--- config.mk ---
export PLATFORM = sky130hd
export DESIGN_NAME = cbs_credit_shaper_flat
export DESIGN_NICKNAME = d
export VERILOG_FILES = /design/src/rtl/cbs_credit_shaper_if.sv /design/src/rtl/cbs_credit_shaper.sv /design/src/flat_wrapper.sv
export SDC_FILE = /design/constraint.sdc
export NUM_CORES = 1
export LEC_CHECK = 0
export BUFFER_PORTS_ARGS = -buffer_cell sky130_fd_sc_hd__buf_2
export CORE_ASPECT_RATIO = 0.7
export CORE_MARGIN = 2
export CORE_UTILIZATION = 63
export CTS_BUF_LIST = sky130_fd_sc_hd__clkbuf_4
export CTS_CLUSTER_DIAMETER = 50
export DETAILED_ROUTE_END_ITERATION = 6
export PLACE_DENSITY = 0.95
export REMOVE_ABC_BUFFERS = 1
export SLEW_MARGIN = 10
export SYNTH_ARGS = -nofsm -noshare
export SYNTH_HDL_FRONTEND = slang
export SYNTH_SLANG_ARGS = --single-unit
--- constraint.sdc ---
create_clock -name axis_aclk -period 13 [get_ports axis_aclk]
set_input_delay 1.3 -clock axis_aclk [delete_from_list [all_inputs] [get_ports axis_aclk]]
set_output_delay 1.3 -clock axis_aclk [all_outputs]
set_load 0.05 [all_outputs]
--- src/rtl/cbs_credit_shaper_if.sv ---
// Egress-queue AXIS handshake seen by the credit-based shaper.
// The shaper only observes the handshake, so it connects through the monitor view.
interface cbs_credit_shaper_if;
    logic tvalid;
    logic tready;
    logic tlast;

    // Valid/ready: a beat transfers on every axis_aclk edge where tvalid and tready are both high;
    // tlast qualifies the transferring beat as the end of a frame.
    modport master  (output tvalid, output tlast, input  tready);
    modport slave   (input  tvalid, input  tlast, output tready);
    modport monitor (input  tvalid, input  tlast, input  tready);
endinterface

--- src/rtl/cbs_credit_shaper.sv ---
// Per-queue credit-based shaper: tracks signed credit beat by beat and
// produces the queue eligibility handed to the strict-priority selector.
module cbs_credit_shaper #(
    parameter int CREDIT_WIDTH = 32,
    parameter int SLOPE_WIDTH  = 16,
    parameter int STAT_WIDTH   = 32
) (
    input  logic                           axis_aclk,
    input  logic                           axis_reset,
    cbs_credit_shaper_if.monitor           axis,
    input  logic                           gate_open,
    input  logic                           cbs_enable,
    input  logic        [SLOPE_WIDTH-1:0]  idle_slope,
    input  logic        [SLOPE_WIDTH-1:0]  send_slope,
    input  logic signed [CREDIT_WIDTH-1:0] hi_credit,
    input  logic signed [CREDIT_WIDTH-1:0] lo_credit,
    input  logic                           stat_clear,
    output logic                           queue_valid,
    output logic signed [CREDIT_WIDTH-1:0] credit,
    output logic                           in_frame,
    output logic        [STAT_WIDTH-1:0]   blocked_cycles
);

    localparam int EW = CREDIT_WIDTH + 1;

    typedef enum logic {IDLE = 1'b0, XMIT = 1'b1} state_t;

    state_t state, state_next;
    logic   beat;
    logic   xmit;
    logic   credit_neg;

    logic signed [EW-1:0]           cur_ext, idle_ext, send_ext, hi_ext, lo_ext, raw;
    logic                           do_clamp;
    logic signed [CREDIT_WIDTH-1:0] credit_next;

    assign beat       = axis.tvalid & axis.tready;
    assign xmit       = (state == XMIT) | beat;
    assign credit_neg = credit[CREDIT_WIDTH-1];
    assign in_frame   = (state == XMIT);

    always_ff @(posedge axis_aclk or posedge axis_reset) begin
        if (axis_reset) state <= IDLE;
        else            state <= state_next;
    end

    always_comb begin
        state_next = state;
        case (state)
            IDLE:    if (beat && !axis.tlast) state_next = XMIT;
            XMIT:    if (beat &&  axis.tlast) state_next = IDLE;
            default: state_next = IDLE;
        endcase
    end

    // One bit of headroom so slope add/subtract cannot wrap before clamping.
    always_comb begin
        cur_ext  = EW'(credit);
        idle_ext = {{(EW-SLOPE_WIDTH){1'b0}}, idle_slope};
        send_ext = {{(EW-SLOPE_WIDTH){1'b0}}, send_slope};
        hi_ext   = EW'(hi_credit);
        lo_ext   = EW'(lo_credit);
        raw      = cur_ext;
        do_clamp = 1'b0;
        if (xmit) begin
            raw      = cur_ext - send_ext;
            do_clamp = 1'b1;
        end else if (!gate_open) begin
            raw = cur_ext;
        end else if (axis.tvalid) begin
            raw      = cur_ext + idle_ext;
            do_clamp = 1'b1;
        end else if (credit_neg) begin
            raw      = cur_ext + idle_ext;
            if (raw > 0) raw = '0;
            do_clamp = 1'b1;
        end else begin
            raw = '0;
        end
        // Low limit applied last so it wins when the limits cross.
        if (do_clamp) begin
            if (raw > hi_ext) raw = hi_ext;
            if (raw < lo_ext) raw = lo_ext;
        end
        credit_next = raw[CREDIT_WIDTH-1:0];
        if (!cbs_enable) credit_next = '0;
    end

    always_ff @(posedge axis_aclk or posedge axis_reset) begin
        if (axis_reset) credit <= '0;
        else            credit <= credit_next;
    end

    always_ff @(posedge axis_aclk or posedge axis_reset) begin
        if (axis_reset) begin
            blocked_cycles <= '0;
        end else if (stat_clear) begin
            blocked_cycles <= '0;
        end else if (cbs_enable && axis.tvalid && !in_frame && credit_neg
                     && (blocked_cycles != {STAT_WIDTH{1'b1}})) begin
            blocked_cycles <= blocked_cycles + 1'b1;
        end
    end

    // A started frame stays eligible even once its credit has gone negative.
    assign queue_valid = !axis_reset &&
                         (cbs_enable ? (axis.tvalid && (!credit_neg || in_frame))
                                     : axis.tvalid);

endmodule

--- src/flat_wrapper.sv ---
// flat-port wrapper written by rule: the top's interface ports become plain ports
module cbs_credit_shaper_flat 
#(
    parameter int CREDIT_WIDTH = 32,
    parameter int SLOPE_WIDTH  = 16,
    parameter int STAT_WIDTH   = 32
)
  (axis_aclk, axis_reset, gate_open, cbs_enable, idle_slope, send_slope, hi_credit, lo_credit, stat_clear, queue_valid, credit, in_frame, blocked_cycles, axis_tvalid, axis_tlast, axis_tready);
  cbs_credit_shaper_if axis_i ();
  input  logic axis_aclk;
  input  logic axis_reset;
  input  logic gate_open;
  input  logic cbs_enable;
  input  logic        [SLOPE_WIDTH-1:0] idle_slope;
  input  logic        [SLOPE_WIDTH-1:0] send_slope;
  input  logic signed [CREDIT_WIDTH-1:0] hi_credit;
  input  logic signed [CREDIT_WIDTH-1:0] lo_credit;
  input  logic stat_clear;
  output logic queue_valid;
  output logic signed [CREDIT_WIDTH-1:0] credit;
  output logic in_frame;
  output logic        [STAT_WIDTH-1:0] blocked_cycles;
  input wire logic [$bits(axis_i.tvalid)-1:0] axis_tvalid;
  input wire logic [$bits(axis_i.tlast)-1:0] axis_tlast;
  input wire logic [$bits(axis_i.tready)-1:0] axis_tready;
  assign axis_i.tvalid = axis_tvalid;
  assign axis_i.tlast = axis_tlast;
  assign axis_i.tready = axis_tready;
  cbs_credit_shaper #(.CREDIT_WIDTH(CREDIT_WIDTH), .SLOPE_WIDTH(SLOPE_WIDTH), .STAT_WIDTH(STAT_WIDTH)) u_core (.axis_aclk(axis_aclk), .axis_reset(axis_reset), .axis(axis_i), .gate_open(gate_open), .cbs_enable(cbs_enable), .idle_slope(idle_slope), .send_slope(send_slope), .hi_credit(hi_credit), .lo_credit(lo_credit), .stat_clear(stat_clear), .queue_valid(queue_valid), .credit(credit), .in_frame(in_frame), .blocked_cycles(blocked_cycles));
endmodule
======== Yosys cells after proc, flatten, opt, wreduce, memory -nomap -nowiden ========
Cells that the tools add are included.
word-level totals
  register bits after elaboration ......... 65
  logic and storage cells ................. 47
  bits in read-only memories .............. 0
  bits of input ports ..................... 104
  memories kept ........................... 0
  output and inout bits ................... 66
  bits in writable memories ............... 0
  bits in latches ......................... 0
operators by class
  reductions and logical operators ........ 14
  add/subtract/negate cells ............... 3
  bitwise operators ....................... 3
  equal/unequal tests ..................... 1
  order comparisons ....................... 3
  multiplexer cells ....................... 20
  multipliers ............................. 0
  divide/modulo/power cells ............... 0
  shifts and indexed selects .............. 0
operators with widths
  kind                   number
  $mux 33                7
  $mux 32                5
  $add 32x17->33         1
  $gt 33x1->1 const B    1
  $gt 33x32->1           1
  $lt 33x32->1           1
  $sub 32x17->33         1
  $add 32x1->32 const B  1
  $ne 32x32->1 const B   1
  $logic_and 1x1->1      8
  $mux 1                 7
  $logic_not 1->1        4
  $pmux 1 s2             1
  $reduce_bool 2->1      1
  $and 1x1->1            1
  $logic_or 1x1->1       1
  $not 1->1              1
  $or 1x1->1             1

======== Logic depth before layout (Yosys ltp) ========
Gate-level depths: netlist of the first run.
  word-level depth ........................ 14
  depth in mapped cells ................... 40
  mapped depth without buffers ............ 35

======== Least setup slack after synthesis of the first run ========
OpenSTA, ideal clock, no wires.
  path type ............................... input -> register
  start ................................... input port idle_slope[0]
  end ..................................... register u_core.credit[13]
  setup slack ............................. 3.205 ns
  stages on the path ...................... 31
  required time ........................... 12.863 ns
  setup time .............................. 0.137 ns
  arrival time ............................ 9.658 ns
  path buffers ............................ 3
  path through ............................ ha_1 > fa_1 > xor2_1 > or4b_1 > a221o_1 > a2111oi_2 > nand4b_1 > or4b_4 > nor4_4 > and4_1 > o21bai_1 > nand2_1 > ha_1 > a2111oi_0 > nand2_1 > o211ai_1 > and3_1 > a31o_2 > buf_1 > clkbuf_1 > mux2_2 > ha_1 > nand4_1 > nor4_1 > nand2_1 > or3_1 > o311ai_1 > nand2_1 > clkbuf_1 > o31ai_1 > a21oi_1
on the way
  word-level cells in the longest chain between the ends .. 14
RTL lines
  element                     line                                              source
  start, declared             flat_wrapper.sv:14                                input logic [SLOPE_WIDTH-1:0] idle_slope;
  $add 32x17->33 (*)          cbs_credit_shaper.sv:71, cbs_credit_shaper.sv:74
  $gt 33x1->1                 cbs_credit_shaper.sv:75                           if (raw > 0) raw = '0;
  $mux 33                     cbs_credit_shaper.sv:75
  $mux 33                     cbs_credit_shaper.sv:73                           end else if (credit_neg) begin
  $mux 33 (*)                 cbs_credit_shaper.sv:70                           end else if (axis.tvalid) begin
  $mux 33 (*)                 cbs_credit_shaper.sv:68                           end else if (!gate_open) begin
  $mux 33 (*)                 cbs_credit_shaper.sv:65                           if (xmit) begin
  $gt 33x32->1                cbs_credit_shaper.sv:82                           if (raw > hi_ext) raw = hi_ext;
  $mux 33                     cbs_credit_shaper.sv:82
  $mux 33                     cbs_credit_shaper.sv:81                           if (do_clamp) begin
  $lt 33x32->1                cbs_credit_shaper.sv:83                           if (raw < lo_ext) raw = lo_ext;
  $mux 32                     cbs_credit_shaper.sv:83
  $mux 32 (*)                 cbs_credit_shaper.sv:81
  $mux 32 (*)                 cbs_credit_shaper.sv:86                           if (!cbs_enable) credit_next = '0;
  net u_core.credit_next[13]  cbs_credit_shaper.sv:35                           logic signed [CREDIT_WIDTH-1:0] credit_next;
  end signal, assigned        cbs_credit_shaper.sv:91                           else credit <= credit_next;
  end, declared               cbs_credit_shaper.sv:19                           output logic signed [CREDIT_WIDTH-1:0] credit,
Mark *: on every way through the listed nets, which the timed path passes. The rest lies on a longest branch. The select of a mux whose other input is x is not followed.
A chain may end at the register's enable or synchronous reset.

======== Worst setup path after layout of the first run ========
  start ................................... input port idle_slope[0]
  end ..................................... register u_core.credit[0]
Same word-level chain as after synthesis.

==> metrics.md, run 1 <==
| Metric | Value |
|---|---|
| Pwr Density | `239 mW/mm2` |
| Worst slew margin | `25.7%` |
| Final Hold Vio Count | `0` |
| DRT iter0 DRCs | `roughly 1.8k` |
| # DRC | `6` |
| Top-count cell post-synth | `nor2_1` |
| Register area share after synthesis | `between 10% and 20%` |
| Worst Skew | `just over 0.03 ns` |
| Clk buf depth | `2` |
| Top_reg_cell synth | `dfrtp_1` |
| H-tree levels | `3` |
| CP Launch Type | `input pin` |
| Post-route cell area | `0.00993 mm2` |
| Worst Tran Pin Value | `1.11 ns` |
| Synth top area cells | `dfrtp_1 18%, ha_1 14%, a21oi_1 5.5%` |
| CTS hold repair buffers | `0` |
| Number of global-route vias before repair | `9,201` |
| Worst Setup Path Type | `in2reg` |
| Final WL | `32,100 um` |
| Syn. warnings | `0` |
| Fillers | `roughly 1.1k` |
| Total I/O pin count | `170` |
| Max stage delay on crit path | `~0.9 ns` |
| Setup Fix Bufs, Post-CTS | `0` |
| DP Wirelength | `approximately 26,000 um` |
| Vias per Instance | `roughly 6.8` |
| Worst-path fanout max | `between 50 and 60` |
| Die ar. | `approximately 0.015 mm2` |
| Core area | `approximately 0.014 mm2` |
| Post-DP Area | `slightly below 0.01 mm2` |
| Yosys top cell by area | `dfrtp_1` |
| CTS sink cnt | `65` |
| Setup-failing EPs final | `0` |
| Total GRT Usage | `41.5%` |
| Leak | `about 4.8 nW` |
| TritonCTS buffer count | `9` |
| Root Driver | `clkbuf_4` |
| Part of the cycle the worst path needs | `between 80 and 90%` |
| Slew Viols, Final | `0` |
| Routability cong. | `1.08` |
| CP arrival | `approximately 12 ns` |
| Buffers on Ports | `about 170` |
| CP max-delay cell | `a31o_2` |
| CTS tree | `yes` |
| Nets | `1,511` |
| DR WL/cell | `about 21 um` |
| 1st-pass router iterations | `7` |
| CP Buf/Inv Count | `1` |
| FP Rows | `36` |
| Post-DRT Antenna Nets | `0` |
| Cell count after synthesis | `1,171` |
| Die Wd | `around 150 um` |
| Share of cells above drive strength 1 | `between 10% and 20%` |
| Worst-path clk slew | `approximately 0.12 ns` |
| Netlist cell types | `91` |
| PostCTS Resize Cnt | `0` |
| Top achievable clock speed | `roughly 89 MHz` |
| Final core utilization | `a little under three quarters` |
| GRT overflow | `0` |
| Tmin final | `around 11 ns` |
| Outcome | `complete, but fails checks` |
| Worst hold path class | `reg2reg` |
| Max-cap violations | `0` |
| Ant diodes | `0` |
| RSZ-0062 raised after global routing | `false` |
| Post-synth top area share | `a little under a fifth` |
| Failing checks | `DRC` |
| First-pass GRT wire length | `about 50,000 um` |
| Number of synthesized flops with an enable pin | `0` |
| Worst EP required | `13.30 ns` |
| Most common cell type on the critical path | `ha_1` |
| CP top delay family | `compound AO/OA/AOI/OAI gates` |
| Initial Util | `64.2%` |
| Ys async rst share | `100%` |
| VDD IR-drop max | `about 0.28 mV` |
| Synthesized area | `a little under 0.009 mm2` |
| Initial antenna violation count | `0` |
| Die span in y | `about 100 um` |
| Yosys reg bits | `65` |
| Post-synthesis area per instance | `approximately 7.6 um2` |
| Area delta synth->final | `11.6%` |
| Final setup TNS | `0 ns` |
| Crit end category | `flop` |
| Largest net degree at the start of global routing | `53` |
| Post-synth top cells | `102 x nor2_1, 100 x nand2_1, 99 x ha_1, 98 x inv_1, 97 x a21oi_1` |
| Clk_lat worst skew | `between 0.4 and 0.5 ns` |
| Vias | `about 10k` |
[through the flow]
| stage | instances | hold WS [ns] | setup WS, ns | power (W) |
|---|---|---|---|---|
| floorplan | 1116 | 0.801 | 2.63 | 0.00157 |
| global placement | 1485 | 0.537 | 1.80 | 0.00207 |
| detailed placement | 1485 | 0.560 | 1.77 | 0.00210 |
| CTS | 1501 | 0.590 | 2.19 | 0.00227 |
| global route | 1501 | 0.621 | 1.34 | 0.00250 |
| finish | 1501 | 0.585 | 1.79 | 0.00237 |
[layout make-up]
type / count / area (um2) / share of cell area (%)
Multi-Input combinational cell: 953 / 6610 / 66.6
Sequential cell: 65 / 1630 / 16.4
Timing Repair Buffer: 179 / 921 / 9.27
Inverter: 98 / 368 / 3.70
Tap cell: 190 / 238 / 2.39
Clock inverter: 7 / 98.8 / 0.995
Clock buffer: 9 / 67.6 / 0.680
[cell usage in the layout (no fill, tap or decap), types with 13 or more instances in the layout]
cell and n:
buf_2 169, nor2_1 102, nand2_1 100, ha_1 99
inv_1 97, a21oi_1 97, o21ai_0 70, dfrtp_1 65
nand3_1 37, nand4_1 32, xor2_1 32, a31oi_1 31
xnor2_1 28, mux2_2 23, nor3_1 21, o211ai_1 21
a21o_1 16, or3_1 15, nor2b_1 15, o21a_1 15
a211oi_1 15, nand2b_1 13
[logic make-up after synthesis]
kind of cell / share of synthesized area (%)
XOR/XNOR: 5.90
AND/OR/NAND/NOR: 22.5
multiplexers: 3.36
AO/OA/AOI/OAI: 28.0
adder cells (fa/ha/maj): 14.4
flip-flops: 18.3
buffers and inverters: 7.60
[path summary, 6_finish.rpt]
path                                                start                        end  slack [ns]  cells past startpoint
worst max-delay path                        idle_slope[0]           u_core.credit[0]        1.79                     33
worst min-delay path            u_core.blocked_cycles[19]  u_core.blocked_cycles[19]        0.59                      2
worst max register to register           u_core.credit[5]           u_core.credit[0]        2.25                     31
worst min register to register  u_core.blocked_cycles[19]  u_core.blocked_cycles[19]        0.59                      2
max in group asynchronous                      axis_reset          u_core.credit[21]       11.17                      3
min in group asynchronous                      axis_reset  u_core.blocked_cycles[31]        0.93                      2
[registers in the layout (all words and copies together) (netlist names), named ones only]
signal                 cells
u_core.credit             32
u_core.blocked_cycles     32
[power breakdown]
part	switching [W]	leakage, nW	internal [W]
combinational	0.00119	3.82	0.000659
sequential	0.000116	0.871	0.000242
clock	0.0000856	0.0873	0.0000796
[worst reg2reg max path: cells and delay by family, from the launching register on]
kind	cells	cell delay, ns
fa+ha+maj	4	1.31
compound gates	14	4.47
simple gates	12	3.86
mux	1	0.45
flops	1	0.50
[per-layer routing]
layer | global-route usage, % | share of wire [%]
met1 | 61.3 | 41
met2 | 58.8 | 39
met3 | 13.9 | 18
met4 | 7.92 | 2.1
met5 | 2.50 | 0.16
No activity file was read; power rests on OpenSTA's default activity.
==> run 2, diff against run 1 <==
--- a/config.mk
+++ b/config.mk
@@ -12,7 +12,7 @@
 export CTS_BUF_LIST = sky130_fd_sc_hd__clkbuf_4
 export CTS_CLUSTER_DIAMETER = 50
 export DETAILED_ROUTE_END_ITERATION = 6
-export PLACE_DENSITY = 0.95
+export PLACE_DENSITY_LB_ADDON = 0.15
 export REMOVE_ABC_BUFFERS = 1
 export SLEW_MARGIN = 10
 export SYNTH_ARGS = -nofsm -noshare
==> metrics.md, run 2 (synthesized netlist as in run 1, its figures left out) <==
| Metric | Value |
|---|---|
| PostCTS Resize Cnt | `0 (unchanged)` |
| CP Buf/Inv Count | `2 (+1)` |
| Final setup TNS | `0 ns (unchanged)` |
| Total I/O pin count | `170 (unchanged)` |
| Part of the cycle the worst path needs | `83.6% (-2.6 points)` |
| RSZ-0062 raised after global routing | `false` |
| CP arrival | `11.16 ns (-0.35 ns)` |
| Max-cap violations | `0 (unchanged)` |
| Largest regs | `u_core.blocked_cycles x32, u_core.credit x32` |
| Worst-path clk slew | `0.12 ns (about the same)` |
| Max stage delay on crit path | `0.72 ns (-0.18 ns)` |
| Worst Skew | `0.0210 ns (-0.00947 ns)` |
| Final WL | `30,900 um (-3.6%)` |
| GRT overflow | `0 (unchanged)` |
| Worst hold path class | `reg2reg` |
| Worst Setup Path Type | `in2reg` |
| TritonCTS buffer count | `9 (unchanged)` |
| Clk buf depth | `2 (unchanged)` |
| Setup-failing EPs final | `0 (unchanged)` |
| Pwr Total | `0.00231 W (-2.9%)` |
| Setup Fix Bufs, Post-CTS | `0 (unchanged)` |
| Commonest non-fill, non-tap cell in the layout | `buf_2` |
| Most frequent cells in the layout | `169 x buf_2, 102 x nor2_1, 100 x nand2_1` |
| GR peak layer | `met1` |
| Number of global-route vias before repair | `8,825 (-4.1%)` |
| Die ar. | `0.0151 mm2 (unchanged)` |
| Worst-path fanout max | `42 (-19%)` |
| Global routing usage on met2 | `54.4% (-4.4 points)` |
| Area occupied by registers | `0.00163 mm2 (unchanged)` |
| Global Route met1 Usage | `61.4% (+0.10 points)` |
| Tmin final | `10.86 ns (-0.341 ns)` |
| Setup crit start | `idle_slope[0]` |
| Clk_lat worst skew | `0.43 ns (about the same)` |
| CP max-delay cell | `a31o_2` |
| Share of cells above drive strength 1 | `19.7% (about the same)` |
| DR WL/cell | `20.6 um (-3.8%)` |
| Largest net degree at the start of global routing | `48 (-9.4%)` |
| Routability cong. | `1.08 (-0.79%)` |
| Critical Path End | `u_core.credit[0]` |
| Core area | `0.0139 mm2 (unchanged)` |
| CP Launch Type | `input pin` |
| Most common cell type on the critical path | `ha_1` |
| Final Hold Vio Count | `0 (unchanged)` |
| Total GRT Usage | `40.4% (-1.2 points)` |
| First-pass GRT wire length | `47,900 um (-3.4%)` |
| Slew Viols, Final | `0 (unchanged)` |
| Pwr Density | `233 mW/mm2 (-2.4%)` |
| R2r startpoint | `u_core.credit[4]` |
| DP Wirelength | `24,800 um (-3.1%)` |
| # DRC | `0 (-6)` |
| Die span in y | `103 um (unchanged)` |
| Die Wd | `146 um (unchanged)` |
| Area delta synth->final | `11.1%` |
| Fillers | `1,213 (+6.0%)` |
| Vias per Instance | `6.66 (-2.5%)` |
| RR Endpoint | `u_core.credit[0]` |
| Worst EP required | `13.30 ns (about the same)` |
| Nets | `1,512 (+0.066%)` |
| Worst R2R Path Depth | `32 (+3.2%)` |
| CTS sink cnt | `65 (unchanged)` |
| 1st-pass router iterations | `7 (unchanged)` |
| CTS tree | `yes` |
| Worst Tran Pin Value | `0.953 ns (-0.161 ns)` |
| Multi-input logic area | `0.00661 mm2 (unchanged)` |
| Root Driver | `clkbuf_4` |
| Worst R2R Setup Slack | `2.57 ns (+0.32 ns)` |
| Post-DRT Antenna Nets | `0 (unchanged)` |
| Buffers on Ports | `169 (unchanged)` |
| Top achievable clock speed | `92.0 MHz (+3.1%)` |
| VDD IR-drop max | `0.180 mV (-35%)` |
| Vias | `10.0k (-2.4%)` |
| CP top delay family | `compound AO/OA/AOI/OAI gates` |
| H-tree levels | `3 (unchanged)` |
| Initial Util | `64.2% (unchanged)` |
| Worst slew margin | `36.4% (+11 points)` |
| Initial antenna violation count | `1 (+1)` |
| Crit end category | `flop` |
| DRT iter0 DRCs | `1,360 (-24%)` |
| M3 GR Usage | `13.7% (-0.13 points)` |
| FP Rows | `36 (unchanged)` |
| Worst hold slack | `0.580 ns (-0.00509 ns)` |
| Outcome | `finished clean` |
| Instance count on the critical path | `34 (+3.0%)` |
| Leak | `4.77 nW (-0.31%)` |
| CTS hold repair buffers | `0 (unchanged)` |
run 2: cell count changes in the layout (fill, tap and decap cells not counted), sizes merged:
cell / previous run / this run
clkinvlp: 1 / 0
bufinv: 2 / 0
inv: 101 / 99
clkinv: 1 / 6
buf: 179 / 180
diode: 0 / 1
run 2: worst register-to-register path: cells and delay by family, from the launching register on:
family | cells | cell delay (ns)
flip-flops | 1 | 0.49
AO/OA/AOI/OAI | 14 | 4.73
buffers and inverters | 1 | 0.24
AND/OR/NAND/NOR | 12 | 2.98
multiplexers | 1 | 0.43
adder cells (fa/ha/maj) | 4 | 1.43
run 2: metrics by stage:
step,instances,setup WS (ns),cell area (um2),util (%)
CTS,1502,2.63,9890,71.3
global placement,1486,2.30,9770,70.5
finish,1503,2.14,9890,71.3
detailed placement,1486,2.22,9770,70.5
floorplan,1116,2.63,8590,-
global route,1503,1.57,9890,71.3
run 2: worst min-delay path by stage:
stage	startpoint	to	cells past startpoint
floorplan	u_core.blocked_cycles[30]	u_core.blocked_cycles[30]	2
global route	u_core.blocked_cycles[10]	u_core.blocked_cycles[10]	2
global placement	u_core.blocked_cycles[19]	u_core.blocked_cycles[19]	2
CTS	u_core.blocked_cycles[30]	u_core.blocked_cycles[30]	2
detailed placement	u_core.blocked_cycles[19]	u_core.blocked_cycles[19]	2
finish	u_core.blocked_cycles[10]	u_core.blocked_cycles[10]	2
run 2: where the power goes:
group / switching (W) / internal (W)
registers: 0.000112 / 0.000242
clock network: 0.0000854 / 0.0000390
logic: 0.00117 / 0.000657
total: 0.00137 / 0.000938
run 2: per-layer routing:
layer  part of all wire [%]  vias to the layer above  routed length [um]
li1                       -                     4594                   -
met1                     44                     4571               13700
met2                     37                      757               11300
met3                     17                       82                5200
met4                    2.0                        2                 625
met5                   0.19                        -                  60
run 2: cell type report:
class	instances	share of cell area, %
Clock buffer	9	0.683
Sequential cell	65	16.4
Timing Repair Buffer	180	9.39
Inverter	98	3.72
Multi-Input combinational cell	953	66.9
Antenna cell	1	0.0253
Clock inverter	7	0.455
Tap cell	190	2.40
